**config.mk**
```make
export PLATFORM = sky130hd
export DESIGN_NAME = spi_boot_loader
export DESIGN_NICKNAME = d
export VERILOG_FILES = /design/src/rtl/boot_pkg.sv /design/src/rtl/spi_slave_rx.sv /design/src/rtl/spi_boot_loader.sv
export SDC_FILE = /design/constraint.sdc
export NUM_CORES = 1
export LEC_CHECK = 0
export CAP_MARGIN = 25
export CORE_MARGIN = 1.5
export CORE_UTILIZATION = 50
export CTS_CLUSTER_DIAMETER = 80
export CTS_CLUSTER_SIZE = 30
export DETAILED_ROUTE_END_ITERATION = 16
export PLACE_DENSITY = 0.77
export SLEW_MARGIN = 0
export SYNTH_ARGS = -nofsm -noshare
export SYNTH_HDL_FRONTEND = slang
export SYNTH_SLANG_ARGS = --single-unit
```
**constraint.sdc**
```tcl
create_clock -name clk -period 2.4 [get_ports clk]
set_clock_uncertainty 0.05 [all_clocks]
set_input_delay 0.36 -clock clk [delete_from_list [all_inputs] [get_ports clk]]
set_output_delay 0.36 -clock clk [all_outputs]
set_load 0.1 [all_outputs]
```
**src/rtl/boot_pkg.sv**
```systemverilog
// Shared types and sizing constants for the SPI boot loader.
package boot_pkg;
  typedef enum logic [1:0] {IDLE, LOAD, CHECK, RUN} boot_state_t;
  localparam int WORD_BYTES = 4;
  localparam int BYTE_BITS  = 8;
endpackage

```
**src/rtl/spi_slave_rx.sv**
```systemverilog
// SPI mode-0 receive front end: synchronisers, sck/cs edge detect, MSB-first byte shifter.
module spi_slave_rx #(
  parameter int SYNC_STAGES = 2
) (
  input  logic       clk,
  input  logic       rst_n,
  input  logic       i_sck,
  input  logic       i_mosi,
  input  logic       i_cs,
  output logic       o_byte_valid,
  output logic [7:0] o_byte_data,
  output logic       o_cs_fall,
  output logic       o_cs_rise,
  output logic       o_cs_active,
  output logic       o_bit_pend
);
  logic [SYNC_STAGES-1:0] r_sck_sync, r_mosi_sync, r_cs_sync, r_flush;
  logic                   r_sck_prev, r_cs_prev;
  logic [2:0]             r_bit_cnt;
  logic [6:0]             r_shift;
  logic                   w_sck, w_mosi, w_cs_hi, w_flushed, w_sck_rise;

  assign w_sck      = r_sck_sync[SYNC_STAGES-1];
  assign w_mosi     = r_mosi_sync[SYNC_STAGES-1];
  assign w_cs_hi    = r_cs_sync[SYNC_STAGES-1];
  assign w_flushed  = r_flush[SYNC_STAGES-1];
  assign w_sck_rise = w_sck & ~r_sck_prev;

  // cs edges only count once the chain holds real pin samples, so a frame
  // already in progress when reset is released never looks like a fresh start.
  always_ff @(posedge clk or negedge rst_n) begin
    if (!rst_n) begin
      r_sck_sync  <= '0;
      r_mosi_sync <= '0;
      r_cs_sync   <= '1;
      r_flush     <= '0;
      r_sck_prev  <= 1'b0;
      r_cs_prev   <= 1'b0;
      r_bit_cnt   <= '0;
      r_shift     <= '0;
    end else begin
      r_sck_sync  <= {r_sck_sync[SYNC_STAGES-2:0], i_sck};
      r_mosi_sync <= {r_mosi_sync[SYNC_STAGES-2:0], i_mosi};
      r_cs_sync   <= {r_cs_sync[SYNC_STAGES-2:0], i_cs};
      r_flush     <= {r_flush[SYNC_STAGES-2:0], 1'b1};
      r_sck_prev  <= w_sck;
      r_cs_prev   <= w_flushed & w_cs_hi;
      if (w_cs_hi) begin
        r_bit_cnt <= '0;
      end else if (w_sck_rise) begin
        r_bit_cnt <= r_bit_cnt + 3'd1;
        r_shift   <= {r_shift[5:0], w_mosi};
      end
    end
  end

  assign o_byte_valid = w_sck_rise & ~w_cs_hi & (r_bit_cnt == 3'd7);
  assign o_byte_data  = {r_shift, w_mosi};
  assign o_cs_fall    = r_cs_prev & ~w_cs_hi;
  assign o_cs_rise    = w_flushed & ~r_cs_prev & w_cs_hi;
  assign o_cs_active  = ~w_cs_hi;
  assign o_bit_pend   = (r_bit_cnt != 3'd0);
endmodule

```
**src/rtl/spi_boot_loader.sv**
```systemverilog
// Loads little-endian words from an SPI frame into instruction RAM and
// releases the CPU from reset only after a clean, complete frame.
module spi_boot_loader #(
  parameter int ADDR_W      = 10,
  parameter int MEM_WORDS   = 1024,
  parameter int SYNC_STAGES = 2
) (
  input  logic              clk,
  input  logic              rst_n,
  input  logic              spi_sck,
  input  logic              spi_mosi,
  input  logic              spi_cs,
  output logic              mem_we,
  output logic [ADDR_W-1:0] mem_addr,
  output logic [31:0]       mem_wdata,
  output logic              cpu_rst_n,
  output logic              boot_done,
  output logic              boot_err,
  output logic [ADDR_W:0]   word_cnt
);
  import boot_pkg::*;

  localparam logic [ADDR_W:0] LP_MAX = (ADDR_W+1)'(MEM_WORDS);

  boot_state_t r_state, w_next_state;
  logic        w_start, w_check_ok, w_cpu_rst_n;
  logic [ADDR_W:0] r_word_idx;
  logic [1:0]  r_byte_idx;
  logic [(WORD_BYTES-1)*BYTE_BITS-1:0] r_buf;
  logic        r_ovf, r_partial, r_done, r_err, r_we;
  logic [ADDR_W-1:0] r_addr;
  logic [31:0] r_wdata;
  logic        w_byte_valid, w_cs_fall, w_cs_rise, w_cs_active, w_bit_pend;
  logic [7:0]  w_byte;

  spi_slave_rx #(.SYNC_STAGES(SYNC_STAGES)) u_rx (
    .clk          (clk),
    .rst_n        (rst_n),
    .i_sck        (spi_sck),
    .i_mosi       (spi_mosi),
    .i_cs         (spi_cs),
    .o_byte_valid (w_byte_valid),
    .o_byte_data  (w_byte),
    .o_cs_fall    (w_cs_fall),
    .o_cs_rise    (w_cs_rise),
    .o_cs_active  (w_cs_active),
    .o_bit_pend   (w_bit_pend)
  );

  assign w_check_ok = !r_ovf && !r_partial && (r_word_idx != '0);

  always_ff @(posedge clk or negedge rst_n) begin
    if (!rst_n) r_state <= IDLE;
    else        r_state <= w_next_state;
  end

  // The CPU reset is dropped combinationally on a re-flash cs fall so the
  // core is never running while its memory is being overwritten.
  always_comb begin
    w_next_state = r_state;
    w_start      = 1'b0;
    w_cpu_rst_n  = 1'b0;
    case (r_state)
      IDLE:  if (w_cs_fall) begin w_next_state = LOAD; w_start = 1'b1; end
      LOAD:  if (w_cs_rise) w_next_state = CHECK;
      CHECK: w_next_state = w_check_ok ? RUN : IDLE;
      RUN: begin
        w_cpu_rst_n = 1'b1;
        if (w_cs_fall) begin
          w_next_state = LOAD;
          w_start      = 1'b1;
          w_cpu_rst_n  = 1'b0;
        end
      end
      default: w_next_state = IDLE;
    endcase
  end

  always_ff @(posedge clk or negedge rst_n) begin
    if (!rst_n) begin
      r_word_idx <= '0;
      r_byte_idx <= '0;
      r_ovf      <= 1'b0;
      r_partial  <= 1'b0;
      r_done     <= 1'b0;
      r_err      <= 1'b0;
      r_we       <= 1'b0;
      r_addr     <= '0;
      r_wdata    <= '0;
    end else begin
      r_we <= 1'b0;
      if (w_start) begin
        r_word_idx <= '0;
        r_byte_idx <= '0;
        r_ovf      <= 1'b0;
        r_partial  <= 1'b0;
        r_done     <= 1'b0;
        r_err      <= 1'b0;
      end
      if (r_state == LOAD) begin
        if (w_byte_valid && w_cs_active) begin
          r_byte_idx <= r_byte_idx + 2'd1;
          if (r_byte_idx == 2'(WORD_BYTES-1)) begin
            if (r_word_idx < LP_MAX) begin
              r_we       <= 1'b1;
              r_addr     <= r_word_idx[ADDR_W-1:0];
              r_wdata    <= {w_byte, r_buf};
              r_word_idx <= r_word_idx + (ADDR_W+1)'(1);
            end else begin
              r_ovf <= 1'b1;
            end
          end
        end
        if (w_cs_rise) r_partial <= (r_byte_idx != 2'd0) || w_bit_pend;
      end
      if (r_state == CHECK) begin
        if (w_check_ok) r_done <= 1'b1;
        else            r_err  <= (r_word_idx != '0) || r_partial;
      end
    end
  end

  // Byte k lands in bits [8k+7:8k]; the buffer shifts right so byte 0 ends lowest.
  always_ff @(posedge clk) begin
    if (r_state == LOAD && w_byte_valid && w_cs_active)
      r_buf <= {w_byte, r_buf[(WORD_BYTES-1)*BYTE_BITS-1:BYTE_BITS]};
  end

  assign mem_we    = r_we;
  assign mem_addr  = r_addr;
  assign mem_wdata = r_wdata;
  assign cpu_rst_n = w_cpu_rst_n;
  assign boot_done = r_done;
  assign boot_err  = r_err;
  assign word_cnt  = r_word_idx;
endmodule
```
==> flow_summary.toml <==
[status]
outcome = "complete, no violations"

[clock_network]
cts.sinks = 106
cts_tree = "done"
numCtsBuffers = 9
cts_buffer_depth = 2
cts_resized = 0
htree_levels = 3
worstSkewPairLatency_ns = 0.37
clk_pin_slew_ns = 0.10
clockRootBuffer = "clkbuf_8"

[floorplanning]
die_y_um = 93.7
start_util_pct = 52.4
rows = 32
die_width_um = 93.7
die_area_um2 = 8780
core-area_um2 = 7850
ios = 62

[synthesis]
yosys-top-cells-area = "dfrtp_1 49%, edfxtp_1 18%, nand2_1 14%"
syn_inst = 380
synth-seq-cells = 106
synth_area_um2 = 4110
synth_cell_types = 39
ys.flop_type = "dfrtp_1"
yosysTopAreaCellShare_pct = 48.7
avgSynthCellArea_um2 = 10.8
synth_nets = 395
synth_top_area_cell = "dfrtp_1"
ys_warn_count = 0
synth_edf_count = 24
async_flop_share_pct = 77.4
seq_area_frac_synth_pct = 67.5

[placed_design]
place_congestion = 0.857
pre_cts_ws_ns = 0.287
dp_cells = 535
hpwl_um = 5240
portBuffers = 61
dpl_cell_area_um2 = 4710

[sta]
slew_viol_final = 0
rsz0062_at_grt = "no"
setup_ws_ns = 0.280
fmax_mhz = 472
setup_viol_count_final = 0
fin_crit_sh_pct = 88.3
hold_violations = 0
period_minus_slack_ns = 2.12
fin_tns_setup_ns = 0

[detailed_routing]
wl_per_cell_um = 13.9
totalWireLength_um = 7690
dr.pass1.iters = 4
drtIter0Drc = 142
num_vias = 2832
drc_errors = 0
vias_per_cell = 5.13
drtAntennaViolNets = 0

[layout]
n_antenna_cell = 0
syn_to_final_growth_pct = 19.0
drive_above_1_share_pct = 19.1
ff_latch_area_um2 = 2780
design_area_um2 = 4900
fillers = 651
nNetsFinal = 460
multi_input_area_um2 = 1200
instances_no_fill = 552

[global_routing]
grt_max_degree = 52
antenna_found_initial = 0
overflow = 0
grt_pass1_vias = 2830
grt_usage_pct = 19.4
grt_pass1_wl_um = 13100

[worst_setup_path]
end_kind = "register"
cp_cell_sequence = "inv_1 -> ha_1 -> nand4b_1 -> or2_2 -> buf_4 -> or3_1 -> o21ai_1"
critPathTopFamily = "simple AND/OR/NAND/NOR gates"
arrival_ns = 2.37
start_kind = "register"
cp_max_fo = 23
cp_slowest_cell = "dfrtp_1"
cpPeakStageDelay_ns = 0.43
cp.required_ns = 2.65
path_buf_inv = 2
path_class = "register to register"

[pwr]
p_leak_nw = 2.45
irDropWorstVdd_v = 0.000433
power_mw = 3.33
p_per_area_nw_per_um2 = 680

[job]
drv_cap = 0

[worst_hold_path]
min_path_type = "register to register"
cell usage in the layout, fill, tap and decap left out, drive strengths merged, types with 2 or more instances in the layout:
| cell type | instances |
|---|---|
| and2 | 2 |
| clkinvlp | 3 |
| edfxtp | 24 |
| o31a | 2 |
| a31oi | 3 |
| a32o | 3 |
| clkinv | 2 |
| buf | 66 |
| and3 | 3 |
| inv | 13 |
| mux2i | 3 |
| nor2 | 13 |
| nand3 | 8 |
| o21ai | 15 |
| ha | 10 |
| dfrtp | 80 |
| a21oi | 9 |
| nand2 | 153 |
| clkbuf | 10 |
| clkdlybuf4s50 | 3 |
| dfstp | 2 |
| nor3 | 2 |
| nand4 | 2 |
| nand3b | 3 |
cell type report:
class	instances	area share, %
timing repair buffer	70	11.7
tap	102	2.61
clock buffer	10	2.61
multi-input combinational	246	24.4
inverter	12	0.945
clock inverter	6	1.05
sequential	106	56.7
final timing paths:
path | from | to | slack [ns] | depth (start not counted)
setup / recovery | r_state[1]$_DFFE_PN0P_ | word_cnt[3]$_DFF_PN0_ | 0.28 | 7
hold reg to reg | u_rx.r_mosi_sync[0]$_DFF_PN0_ | u_rx.r_mosi_sync[1]$_DFF_PN0_ | 0.31 | 0
min in group asynchronous | rst_n | u_rx.r_shift[0]$_DFFE_PN0N_ | 0.41 | 2
setup reg to reg | r_state[1]$_DFFE_PN0P_ | word_cnt[3]$_DFF_PN0_ | 0.28 | 7
hold / removal | u_rx.r_mosi_sync[0]$_DFF_PN0_ | u_rx.r_mosi_sync[1]$_DFF_PN0_ | 0.31 | 0
max in group asynchronous | rst_n | mem_wdata[14]$_DFFE_PN0P_ | 1.28 | 3
cells in the mapped netlist (2+ instances only):
cell and instances:
dfstp_2 2, clkbuf_1 7, nand3b_1 3, a21oi_1 9
a31oi_1 3, nand3_1 8, nand4_1 2, nor2_1 13
buf_2 5, o21ai_1 3, and2_1 2, mux2i_1 3
buf_6 4, ha_1 10, o21ai_0 12, nor3_1 2
a32o_1 3, nand2_1 153, and3_1 3, dfrtp_1 80
inv_1 11, edfxtp_1 24, o31a_1 2
where the power goes:
group / internal [mW] / switching [mW] / total [mW]
clock network: 0.390 / 0.617 / 1.01
registers: 1.91 / 0.0616 / 1.97
logic: 0.115 / 0.235 / 0.350
registers in the layout (all words and copies together), names as in the netlist, 2 cells and up:
| register | flops |
|---|---|
| mem_addr | 10 |
| mem_wdata | 32 |
| r_buf | 24 |
| r_byte_idx | 2 |
| r_state | 2 |
| u_rx.r_bit_cnt | 3 |
| u_rx.r_cs_sync | 2 |
| u_rx.r_flush | 2 |
| u_rx.r_mosi_sync | 2 |
| u_rx.r_sck_sync | 2 |
| u_rx.r_shift | 7 |
| word_cnt | 11 |
what timing repair did:
item                      4_1_cts  5_1_grt
hold endpoints to repair       29        0
hold buffers                    1        0
buffers inserted                0        0
metal layers:
| layer | wire length, um | GRT usage (%) |
|---|---|---|
| met1 | 3270 | 24.7 |
| met2 | 3960 | 31.8 |
| met3 | 324 | 4.05 |
| met4 | 138 | 9.08 |
| met5 | 0 | 0 |
stage by stage:
step / utilization, % / hold slack, ns
6_report: 62.4 / 0.306
5_1_grt: 62.4 / 0.325
4_1_cts: 62.4 / 0.312
3_5_place_dp: 60.0 / 0.282
3_3_place_gp: 60.0 / 0.275
2_1_floorplan: - / 0.0144
kinds of logic (layout without fill, tap and decap cells):
logic type                 after synthesis  after routing  share of synthesized area (%)
AOI/OAI and AO/OA                       35             35                           5.11
DFF                                    106            106                           67.5
adders and majority gates               10             10                           3.04
muxes                                    3              3                          0.730
xor gates and xnor gates                 2              2                          0.426
buffers and inverters                   28             98                           3.47
and+or+nand+nor                        195            195                           19.7
other                                    1              1                         0.0912
No activity file was read; power rests on OpenSTA's default activity.
